===== config.mk =====
export PLATFORM = sky130hd
export DESIGN_NAME = pixel_gray_convert
export DESIGN_NICKNAME = d
export VERILOG_FILES = /design/src/rtl/pixel_pkg.sv /design/src/rtl/button_debounce.sv /design/src/rtl/pixel_gray_convert.sv
export SDC_FILE = /design/constraint.sdc
export NUM_CORES = 1
export LEC_CHECK = 0
export BUFFER_PORTS_ARGS = -buffer_cell sky130_fd_sc_hd__buf_2
export CAP_MARGIN = 5
export CORE_UTILIZATION = 60
export CTS_BUF_LIST = sky130_fd_sc_hd__clkbuf_4 sky130_fd_sc_hd__clkbuf_8 sky130_fd_sc_hd__clkbuf_16
export CTS_CLUSTER_SIZE = 20
export DETAILED_ROUTE_END_ITERATION = 8
export HOLD_SLACK_MARGIN = 0.12
export PLACE_DENSITY = 0.79
export SYNTH_ARGS = -nofsm -noshare
export SYNTH_HDL_FRONTEND = slang
export SYNTH_SLANG_ARGS = --single-unit

===== constraint.sdc =====
create_clock -name clk -period 7.6 [get_ports clk]
set_input_delay 0.38 -clock clk [delete_from_list [all_inputs] [get_ports clk]]
set_output_delay 0.38 -clock clk [all_outputs]
set_load 0.005 [all_outputs]

===== src/rtl/pixel_pkg.sv =====
// ============================================================================
// Module   : pixel_pkg
// Purpose  : Shared constants, types and the RGB565-to-luma helper used by
//            the pixel grayscale path.
// Revision : 1.0 - initial release
// ============================================================================
`default_nettype none

package pixel_pkg;

    // Button stable time at 25 MHz: 10 ms.
    localparam int c_debounce_cycles_default = 250000;

    // RGB565 field layout.
    localparam int c_r_w   = 5;
    localparam int c_g_w   = 6;
    localparam int c_b_w   = 5;
    localparam int c_r_lsb = 11;
    localparam int c_g_lsb = 5;
    localparam int c_b_lsb = 0;

    // BT.601 luma weights scaled by 256 (sum = 256).
    localparam logic [15:0] c_coef_r = 16'd77;
    localparam logic [15:0] c_coef_g = 16'd150;
    localparam logic [15:0] c_coef_b = 16'd29;

    typedef logic [15:0] rgb565_t;

    typedef enum logic {
        MODE_BYPASS = 1'b0,
        MODE_GRAY   = 1'b1
    } conv_mode_t;

    // Expand each channel to 8 bits by bit replication, form the weighted
    // sum (max 256*255 = 65280, fits 16 bits) and repack Y as RGB565.
    function automatic rgb565_t rgb565_to_gray(input rgb565_t px);
        logic [c_r_w-1:0] r;
        logic [c_g_w-1:0] g;
        logic [c_b_w-1:0] b;
        logic [7:0]       r8;
        logic [7:0]       g8;
        logic [7:0]       b8;
        logic [15:0]      sum;
        logic [7:0]       y;
        r   = px[c_r_lsb +: c_r_w];
        g   = px[c_g_lsb +: c_g_w];
        b   = px[c_b_lsb +: c_b_w];
        r8  = {r, r[4:2]};
        g8  = {g, g[5:4]};
        b8  = {b, b[4:2]};
        sum = c_coef_r * {8'd0, r8} + c_coef_g * {8'd0, g8} + c_coef_b * {8'd0, b8};
        y   = sum[15:8];
        return {y[7:3], y[7:2], y[7:3]};
    endfunction

endpackage

`default_nettype wire


===== src/rtl/button_debounce.sv =====
// ============================================================================
// Module   : button_debounce
// Purpose  : Two-flop synchroniser plus stable-time debouncer for an
//            active-low push button. Emits a one-cycle pulse on each
//            debounced press (high-to-low transition).
// Ports    : clk     - clock
//            rst     - synchronous active-high reset
//            btn_n   - raw asynchronous button, active-low
//            pressed - one-cycle pulse per debounced press
// Revision : 1.0 - initial release
// ============================================================================
`default_nettype none

module button_debounce
    import pixel_pkg::*;
#(
    parameter int DEBOUNCE_CYCLES = c_debounce_cycles_default
) (
    input  logic clk,
    input  logic rst,
    input  logic btn_n,
    output logic pressed
);

    localparam int c_cnt_w = (DEBOUNCE_CYCLES > 1) ? $clog2(DEBOUNCE_CYCLES) : 1;
    localparam logic [c_cnt_w-1:0] c_cnt_last = c_cnt_w'(DEBOUNCE_CYCLES - 1);

    logic               r_sync1;
    logic               r_sync2;
    logic               r_stable;
    logic [c_cnt_w-1:0] r_cnt;
    logic               r_pressed;

    // Synchroniser and debounced level reset to "released" so a button held
    // across reset is not mistaken for a fresh press edge at reset time.
    always_ff @(posedge clk) begin
        if (rst) begin
            r_sync1   <= 1'b1;
            r_sync2   <= 1'b1;
            r_stable  <= 1'b1;
            r_cnt     <= '0;
            r_pressed <= 1'b0;
        end else begin
            r_sync1   <= btn_n;
            r_sync2   <= r_sync1;
            r_pressed <= 1'b0;
            // Count consecutive cycles where the synchronised level differs
            // from the accepted one; any agreement restarts the count.
            if (r_sync2 != r_stable) begin
                if (r_cnt == c_cnt_last) begin
                    r_stable  <= r_sync2;
                    r_cnt     <= '0;
                    r_pressed <= ~r_sync2;
                end else begin
                    r_cnt <= r_cnt + 1'b1;
                end
            end else begin
                r_cnt <= '0;
            end
        end
    end

    assign pressed = r_pressed;

endmodule

`default_nettype wire


===== src/rtl/pixel_gray_convert.sv =====
// ============================================================================
// Module   : pixel_gray_convert
// Purpose  : Two-stage valid/ready RGB565 pipeline that either passes pixels
//            through or converts them to grayscale. A debounced push button
//            toggles the requested mode, which is applied at frame starts.
// Ports    : clk, rst            - clock, synchronous active-high reset
//            gray_btn_n          - raw mode button, active-low
//            in_valid/in_ready   - upstream handshake
//            in_data/in_sof      - RGB565 pixel, start-of-frame marker
//            out_valid/out_ready - downstream handshake
//            out_data/out_sof    - RGB565 pixel, start-of-frame marker
//            gray_active         - mode applied to the current frame
// Revision : 1.0 - initial release
// ============================================================================
`default_nettype none

module pixel_gray_convert
    import pixel_pkg::*;
#(
    parameter int DEBOUNCE_CYCLES = c_debounce_cycles_default
) (
    input  logic        clk,
    input  logic        rst,
    input  logic        gray_btn_n,
    input  logic        in_valid,
    input  logic [15:0] in_data,
    input  logic        in_sof,
    output logic        in_ready,
    output logic        out_valid,
    output logic [15:0] out_data,
    output logic        out_sof,
    input  logic        out_ready,
    output logic        gray_active
);

    logic       w_pressed;
    logic       w_advance;
    logic       w_in_accept;
    logic       w_sof_accept;
    conv_mode_t w_px_mode;
    rgb565_t    w_s2_data;

    logic       r_gray_req;
    logic       r_gray_active;
    logic       r_s1_valid;
    rgb565_t    r_s1_data;
    logic       r_s1_sof;
    conv_mode_t r_s1_mode;
    logic       r_out_valid;
    rgb565_t    r_out_data;
    logic       r_out_sof;

    button_debounce #(
        .DEBOUNCE_CYCLES(DEBOUNCE_CYCLES)
    ) u_button_debounce (
        .clk    (clk),
        .rst    (rst),
        .btn_n  (gray_btn_n),
        .pressed(w_pressed)
    );

    // The whole pipeline moves as one: it advances whenever the output
    // register is empty or being drained.
    assign w_advance    = !r_out_valid || out_ready;
    assign w_in_accept  = in_valid && w_advance;
    assign w_sof_accept = w_in_accept && in_sof;

    // The sof pixel uses the mode being loaded on this same edge.
    assign w_px_mode = w_sof_accept ? conv_mode_t'(r_gray_req)
                                    : conv_mode_t'(r_gray_active);

    assign w_s2_data = (r_s1_mode == MODE_GRAY) ? rgb565_to_gray(r_s1_data) : r_s1_data;

    always_ff @(posedge clk) begin
        if (rst) begin
            r_gray_req    <= 1'b0;
            r_gray_active <= 1'b0;
            r_s1_valid    <= 1'b0;
            r_s1_data     <= '0;
            r_s1_sof      <= 1'b0;
            r_s1_mode     <= MODE_BYPASS;
            r_out_valid   <= 1'b0;
            r_out_data    <= '0;
            r_out_sof     <= 1'b0;
        end else begin
            if (w_pressed) begin
                r_gray_req <= ~r_gray_req;
            end
            if (w_sof_accept) begin
                r_gray_active <= r_gray_req;
            end
            if (w_advance) begin
                r_s1_valid  <= in_valid;
                if (in_valid) begin
                    r_s1_data <= in_data;
                    r_s1_sof  <= in_sof;
                    r_s1_mode <= w_px_mode;
                end
                r_out_valid <= r_s1_valid;
                if (r_s1_valid) begin
                    r_out_data <= w_s2_data;
                    r_out_sof  <= r_s1_sof;
                end
            end
        end
    end

    assign in_ready    = w_advance;
    assign out_valid   = r_out_valid;
    assign out_data    = r_out_data;
    assign out_sof     = r_out_sof;
    assign gray_active = r_gray_active;

endmodule

`default_nettype wire


==> impl_results.md, run 1 <==
- Core Rows: 34
- DIE AREA: 9460 um2
- Hold violation count in the final report: 0
- Max stage delay on crit path: 550 ps
- Req. time, crit path: 7850 ps
- Total of buffers placed on input and output ports: roughly 40
- Leading cell types in the layout, fill and taps excluded: sky130_fd_sc_hd__inv_1, sky130_fd_sc_hd__ha_1, sky130_fd_sc_hd__dfxtp_1, sky130_fd_sc_hd__nand2_1, sky130_fd_sc_hd__fa_1
- Maximum resistive drop on vdd: ~140 uV
- Most repeated library cell on the critical path: sky130_fd_sc_hd__fa_1
- Quantity of gates resized following cts: 0
- Drt first-iter violations: 162
- Filler instances: 668
- Fraction of layout instances using a drive strength above 1: 10.1%
- CTS tree: done
- Layout overhead on the synthesized area: 8.52%
- Die outline height: 97.3 um
- Post-Synthesis Net Count: 765
- Slowest cell on the critical path: sky130_fd_sc_hd__dfxtp_1
- Clk slew on worst S/H paths: 70 ps
- Mapped cell area: 5450 um2
- Post-Syn Instances: 604
- Register-to-register path setup slack: roughly 530 ps
- Horizontal die dimension: around 97 um
- CTS Root Cell: sky130_fd_sc_hd__clkbuf_8
- Proportion of synthesized flip-flops having asynchronous set or reset: 0%
- Wire length on met3: roughly 610 um
- Length of routed met2 wiring: 5690 um
- Worst clock skew: 12.1 ps
- Count of distinct cell types in the synthesized netlist: 43
- Yosys warning count: 0
- Endpoint type of the worst setup path: register
- Pin count of the biggest net entering global routing: 43
- Data arrival time of the critical path: 7320 ps
- Mean post-synth cell area: around 9.0 um2
- Number of cells on the critical path: 22
- First-pass GRT wire length: roughly 20000 um
- Number of hold buffers added after cts: 0
- RSZ-0062 raised after global routing: false
- Leading register cell type out of synthesis: sky130_fd_sc_hd__dfxtp_1
- Post-synthesis register bit count: 61
- Class of the tightest hold or removal check: input port to register
- Residual DRC: 0
- Number of buffers inserted during clock tree synthesis: 9
- Total core area: 8760 um2
- Top post-synthesis cells by area: sky130_fd_sc_hd__dfxtp_1, sky130_fd_sc_hd__fa_1, sky130_fd_sc_hd__ha_1
- Sequential area share after synthesis: 22.4%
- Combined area of the multi-input logic cells: 3770 um2
- Routability Congestion: 0.941
- Normalized max-slew margin: 51.3%
- Post-DP HPWL: 9340 um
- Nets@finish: 801
- Power density normalized to cell area: 209 nW/um2
- Maximum clock rate: between 100 and 150 MHz
- Total number of clock tree sinks: 61
- Worst r2r src: r_s1_data[9]
- Top-level I/O count: 42
- Met1 Routed Length: between 5000 and 6000 um
- Leading cell type in the layout, fill and taps excluded: sky130_fd_sc_hd__inv_1
- Number of max-slew violations in the final report: 0
- DR pass1 iterations: 4
- Number of diodes added for antenna fixing: 0
- Initial standard-cell utilization of the core: 62.2%
- Worst Tran Pin Value: ~730 ps
- Combined global-route utilization of all metal layers: 26.6%
- Startpoint-to-endpoint class of the critical path: register to register
- Run status: complete, no violations
- Post-route antenna net violation count: 0
- Total Wirelength: 11800 um
- Seq. cell area: 1220 um2
- Total number of H-tree levels: 3
- Number of synthesized flops with an enable pin: 0
- Leakage dissipation: between 0.002 and 0.003 uW
- Accumulated negative setup slack: 0 ps
- Synth top area share: between 20% and 30%
- Initial antenna violation count: 0
- Routed length per placed instance: 15.7 um
- Uppermost layer routed: met4
- Remaining global-route overflow: 0
- Peak fanout along the critical path: 10
- Post-CTS Repair Setup Buffers: 0
- Hold Slack: 220 ps
- Time the worst path needs with I/O delays and setup: 7070 ps
- Detailed-route via count: 4153
- Worst skew pair latency: 340 ps
- Vias in the first global route: 4237
- Worst reg2reg path endpoint: out_data[4]
- End of the critical path: out_data[4]
- Worst path bufs/invs: 4
- Critical Path Start Type: register
- Largest area contributor in the netlist: sky130_fd_sc_hd__dfxtp_1
- Number of cell instances on the worst register-to-register path: 22
- Fin crit share: 93.1%
- Crit path cell chain: ha_1, ha_1, inv_1, fa_1, fa_1, inv_1, ha_1, xor2_1, fa_1, fa_1, inv_1, fa_1, fa_1, inv_1, ha_1, a21o_1, a221o_1, a32oi_1, nand2_1, o41ai_1, xnor3_1, a211oi_1
- Routed via count divided by cell count: ~5.5
- Clock Tree Buf Depth: 2
- # Max-Cap Violations: 0
- Launch point of the worst path: r_s1_data[9]
- Top cell family by delay on the critical path: adder cells
- Total of endpoints with negative setup slack in the final report: 0
-- where the power goes --
group          switching (uW)  total [uW]  internal [uW]
combinational             349         609            260
clock                     135         273            138
sequential               21.8         355            334
-- layout make-up --
cell class | instances | share of cell area [%]
multi-input combinational | 422 | 63.8
sequential | 61 | 20.7
inverter | 104 | 6.60
timing repair buffer | 42 | 3.60
clock buffer | 12 | 2.69
tap | 108 | 2.29
clock inverter | 3 | 0.360
-- Yosys cell counts, types with 3 or more instances --
| library cell | count |
|---|---|
| sky130_fd_sc_hd__dfxtp_1 | 61 |
| sky130_fd_sc_hd__o21ai_0 | 12 |
| sky130_fd_sc_hd__or3_1 | 12 |
| sky130_fd_sc_hd__nor4b_1 | 5 |
| sky130_fd_sc_hd__and2_1 | 3 |
| sky130_fd_sc_hd__and3_1 | 8 |
| sky130_fd_sc_hd__o21ai_1 | 6 |
| sky130_fd_sc_hd__clkbuf_1 | 16 |
| sky130_fd_sc_hd__ha_1 | 84 |
| sky130_fd_sc_hd__a21oi_1 | 35 |
| sky130_fd_sc_hd__nand2_1 | 55 |
| sky130_fd_sc_hd__nand3_1 | 10 |
| sky130_fd_sc_hd__nor2_1 | 40 |
| sky130_fd_sc_hd__nor4_1 | 4 |
| sky130_fd_sc_hd__xnor2_1 | 16 |
| sky130_fd_sc_hd__nand4_1 | 4 |
| sky130_fd_sc_hd__or2_2 | 4 |
| sky130_fd_sc_hd__nor3_1 | 11 |
| sky130_fd_sc_hd__fa_1 | 55 |
| sky130_fd_sc_hd__inv_1 | 104 |
| sky130_fd_sc_hd__xor2_1 | 12 |
| sky130_fd_sc_hd__nand2b_1 | 6 |
| sky130_fd_sc_hd__nor2b_1 | 4 |
| sky130_fd_sc_hd__a21o_1 | 4 |
| sky130_fd_sc_hd__a211oi_1 | 12 |
-- flip-flops by register name, summed over array words and instances, names as in the netlist --
signal,flops
u_button_debounce.r_cnt,18
r_gray_req,1
r_s1_mode,1
r_s1_data,16
u_button_debounce.r_sync1,1
u_button_debounce.pressed,1
r_s1_valid,1
u_button_debounce.r_stable,1
u_button_debounce.r_sync2,1
out_valid,1
gray_active,1
r_s1_sof,1
out_sof,1
out_data,16
-- per-stage QoR --
| stage | utilization [%] | cell area, um2 | worst slack (ps) | total power [uW] | instances |
|---|---|---|---|---|---|
| 2_1_floorplan | - | 5450 | 1060 | 810 | 604 |
| 4_1_cts | 67.4 | 5910 | 515 | 1250 | 752 |
| 6_report | 67.4 | 5910 | 528 | 1240 | 752 |
| 3_5_place_dp | 65.4 | 5730 | 551 | 971 | 737 |
| 3_3_place_gp | 65.4 | 5730 | 732 | 932 | 737 |
| 5_1_grt | 67.4 | 5910 | 178 | 1360 | 752 |
-- cell families (layout without fill, tap and decap cells) --
kind of cell / after synthesis / in the layout / synth area share, %
AOI/OAI and AO/OA: 82 / 82 / 9.33
xor gates and xnor gates: 29 / 29 / 4.92
adders and majority gates: 139 / 139 / 39.5
buffers and inverters: 121 / 161 / 8.34
DFF: 61 / 61 / 22.4
muxes: 2 / 2 / 0.368
and+or+nand+nor: 170 / 170 / 15.1
-- worst register-to-register path: stages, from the launching register on --
cell	delay (ps)
sky130_fd_sc_hd__dfxtp_1	550
sky130_fd_sc_hd__ha_1	310
sky130_fd_sc_hd__ha_1	270
sky130_fd_sc_hd__inv_1	60
sky130_fd_sc_hd__fa_1	510
sky130_fd_sc_hd__fa_1	510
sky130_fd_sc_hd__inv_1	40
sky130_fd_sc_hd__ha_1	360
sky130_fd_sc_hd__xor2_1	200
sky130_fd_sc_hd__fa_1	460
sky130_fd_sc_hd__fa_1	520
sky130_fd_sc_hd__inv_1	50
sky130_fd_sc_hd__fa_1	460
sky130_fd_sc_hd__fa_1	550
sky130_fd_sc_hd__inv_1	40
sky130_fd_sc_hd__ha_1	300
sky130_fd_sc_hd__a21o_1	190
sky130_fd_sc_hd__a221o_1	380
sky130_fd_sc_hd__a32oi_1	180
sky130_fd_sc_hd__nand2_1	170
sky130_fd_sc_hd__o41ai_1	300
sky130_fd_sc_hd__xnor3_1	310
sky130_fd_sc_hd__a211oi_1	260
-- how the worst min path moves through the flow --
stage	from	endpoint	slack (ps)	depth (start not counted)
global route	gray_btn_n	u_button_debounce.r_sync1	220	2
finish	gray_btn_n	u_button_debounce.r_sync1	220	2
detailed placement	u_button_debounce.r_sync1	u_button_debounce.r_sync2	400	1
floorplan	u_button_debounce.r_sync1	u_button_debounce.r_sync2	390	1
CTS	gray_btn_n	u_button_debounce.r_sync1	210	2
global placement	u_button_debounce.r_sync1	u_button_debounce.r_sync2	390	1
-- layer usage --
layer  track usage, %  vias to the layer above
met5                0                        -
met4             8.60                        0
met3             4.60                       23
met2             44.9                      105
met1             34.7                     1978
li1                 -                     2047
(Power assumes the default switching activity.)
==> run 2: changes to the inputs <==
--- a/config.mk
+++ b/config.mk
@@ -7,12 +7,12 @@
 export LEC_CHECK = 0
 export BUFFER_PORTS_ARGS = -buffer_cell sky130_fd_sc_hd__buf_2
 export CAP_MARGIN = 5
-export CORE_UTILIZATION = 60
+export CORE_UTILIZATION = 52
 export CTS_BUF_LIST = sky130_fd_sc_hd__clkbuf_4 sky130_fd_sc_hd__clkbuf_8 sky130_fd_sc_hd__clkbuf_16
 export CTS_CLUSTER_SIZE = 20
 export DETAILED_ROUTE_END_ITERATION = 8
 export HOLD_SLACK_MARGIN = 0.12
-export PLACE_DENSITY = 0.79
+export PLACE_DENSITY = 0.7
 export SYNTH_ARGS = -nofsm -noshare
 export SYNTH_HDL_FRONTEND = slang
 export SYNTH_SLANG_ARGS = --single-unit
==> run 2 against run 1 <==
Compared with the run above: global-route usage is 2.9 points lower; die area rose by 15%; total power fell by 2.4%; first-iteration DRC count increased by 4.9%; critical path type unchanged; largest power group unchanged.
==> impl_results.md, run 2 (synthesis results as in run 1) <==
- Combined global-route utilization of all metal layers: 23.7%
- # Max-Cap Violations: 0
- Core Rows: 36
- Number of buffers inserted during clock tree synthesis: 9
- Number of max-slew violations in the final report: 0
- Normalized max-slew margin: 51.2%
- Cells after DPL: 762
- Leakage dissipation: 0.00296 uW
- Accumulated negative setup slack: 0 ps
- Leading cell types in the layout, fill and taps excluded: sky130_fd_sc_hd__inv_1, sky130_fd_sc_hd__ha_1, sky130_fd_sc_hd__dfxtp_1, sky130_fd_sc_hd__nand2_1, sky130_fd_sc_hd__fa_1
- Worst Tran Pin Value: 732 ps
- Pin count of the biggest net entering global routing: 43
- Power density normalized to cell area: ~200 nW/um2
- Worst r2r src: r_s1_data[9]
- Worst clock skew: approximately 12 ps
- Number of diodes added for antenna fixing: 0
- Pre-CTS setup slack: around 480 ps
- Setup slack of the critical path after layout: 444 ps
- Total of endpoints with negative setup slack in the final report: 0
- First-pass GRT wire length: slightly above 20000 um
- Startpoint-to-endpoint class of the critical path: register to register
- Critical Path Start Type: register
- Worst reg2reg path endpoint: out_data[10]
- End of the critical path: out_data[10]
- Maximum clock rate: between 100 and 150 MHz
- Initial standard-cell utilization of the core: 54.7%
- Req. time, crit path: a little under 8000 ps
- Peak fanout along the critical path: 10
- Data arrival time of the critical path: between 7000 and 8000 ps
- CTS Root Cell: sky130_fd_sc_hd__clkbuf_8
- Non-filler instance count after layout: 778
- Drt first-iter violations: 170
- Layout overhead on the synthesized area: 8.91%
- DIE AREA: between 10000 and 15000 um2
- Post-CTS Repair Setup Buffers: 0
- Post-Route Utilization: 59.6%
- Maximum resistive drop on vdd: 148 uV
- Vias in the first global route: 4187
- Initial antenna violation count: 0
- Leading cell type in the layout, fill and taps excluded: sky130_fd_sc_hd__inv_1
- CTS tree: done
- Horizontal die dimension: 104 um
- Register-to-register path setup slack: 440 ps
- Time the worst path needs with I/O delays and setup: 7160 ps
- Total number of H-tree levels: 3
- Worst skew pair latency: between 300 and 400 ps
- Number of hold buffers added after cts: 0
- Filler instances: roughly 890
- Quantity of gates resized following cts: 0
- Number of cell instances on the worst register-to-register path: 22
- Nets@finish: 801
- Launch point of the worst path: r_s1_data[9]
- Hold Slack: 218 ps
- Post-DP HPWL: 9500 um
- Endpoint type of the worst setup path: register
- Residual DRC: 0
- Routability Congestion: 0.883
- Remaining global-route overflow: 0
- RSZ-0062 raised after global routing: false
- Total number of clock tree sinks: 61
- Clock Tree Buf Depth: 2
- Hold violation count in the final report: 0
- Routed via count divided by cell count: approximately 5.3
- Post-route antenna net violation count: 0
- DR pass1 iterations: 4
- Register with the highest flop count: u_button_debounce.r_cnt
- Fin crit share: 94.2%
- Clk slew on worst S/H paths: 80 ps
- Top-level I/O count: 42
- Total of buffers placed on input and output ports: 41
- Fraction of layout instances using a drive strength above 1: 10.2%
- Total core area: 9950 um2
- Largest register FFs: 18
- Die outline height: 104 um
- Detailed-route via count: ~4200
- Total Wirelength: 11900 um
- Class of the tightest hold or removal check: input port to register
- Run status: complete, no violations
- Routed length per placed instance: 15.3 um
run 2: cell count changes in the layout (fill, tap and decap cells not counted), sizes merged:
cell / change
clkinv: +1
clkbuf: -2
clkinvlp: +1
inv: +1
run 2: how the worst min path moves through the flow:
stage / to / cells past startpoint / startpoint / slack [ps]
4_1_cts: u_button_debounce.r_sync1 / 2 / gray_btn_n / 210
2_1_floorplan: u_button_debounce.r_sync2 / 1 / u_button_debounce.r_sync1 / 390
3_5_place_dp: u_button_debounce.r_sync2 / 1 / u_button_debounce.r_sync1 / 410
6_report: u_button_debounce.r_sync1 / 2 / gray_btn_n / 220
5_1_grt: u_button_debounce.r_sync1 / 2 / gray_btn_n / 220
3_3_place_gp: u_button_debounce.r_sync2 / 1 / u_button_debounce.r_sync1 / 390
run 2: stage by stage:
stage | power, uW | instance area [um2]
2_1_floorplan | 810 | 5450
3_3_place_gp | 929 | 5760
3_5_place_dp | 955 | 5760
4_1_cts | 1220 | 5930
5_1_grt | 1330 | 5930
6_report | 1210 | 5930
run 2: per-layer routing:
layer | track usage [%] | part of all wire (%) | up-vias
li1 | - | - | 2056
met3 | 3.76 | 3.2 | 10
met2 | 40.2 | 48 | 87
met5 | 0 | 0 | -
met4 | 5.51 | 1.4 | 0
met1 | 31.5 | 47 | 1997
run 2: layout make-up:
type	count	area (um2)	share of cell area, %
Multi-Input combinational cell	422	3770	63.6
Clock buffer	10	131	2.21
Clock inverter	6	38.8	0.654
Tap cell	133	166	2.81
Timing Repair Buffer	42	213	3.59
Inverter	104	390	6.58
Sequential cell	61	1220	20.6
run 2: power breakdown:
part           internal (uW)  total (uW)  leakage [uW]  switching (uW)
Sequential               334         357      0.000498            23.2
Combinational            255         593       0.00237             338
Clock                    121         258     0.0000859             136
Total                    709        1210       0.00296             498
run 2: worst max-delay path, stage by stage (launching register included):
cell and delay [ps]:
sky130_fd_sc_hd__dfxtp_1 560, sky130_fd_sc_hd__ha_1 310, sky130_fd_sc_hd__ha_1 280, sky130_fd_sc_hd__inv_1 60, sky130_fd_sc_hd__fa_1 520, sky130_fd_sc_hd__fa_1 520
sky130_fd_sc_hd__inv_1 40, sky130_fd_sc_hd__ha_1 370, sky130_fd_sc_hd__xor2_1 210, sky130_fd_sc_hd__fa_1 460, sky130_fd_sc_hd__fa_1 510, sky130_fd_sc_hd__inv_1 50
sky130_fd_sc_hd__fa_1 460, sky130_fd_sc_hd__fa_1 540, sky130_fd_sc_hd__inv_1 40, sky130_fd_sc_hd__ha_1 290, sky130_fd_sc_hd__a21o_1 180, sky130_fd_sc_hd__a221o_1 390
sky130_fd_sc_hd__a32oi_1 190, sky130_fd_sc_hd__nand2_1 150, sky130_fd_sc_hd__o41ai_1 320, sky130_fd_sc_hd__xnor3_1 320, sky130_fd_sc_hd__a211oi_1 290
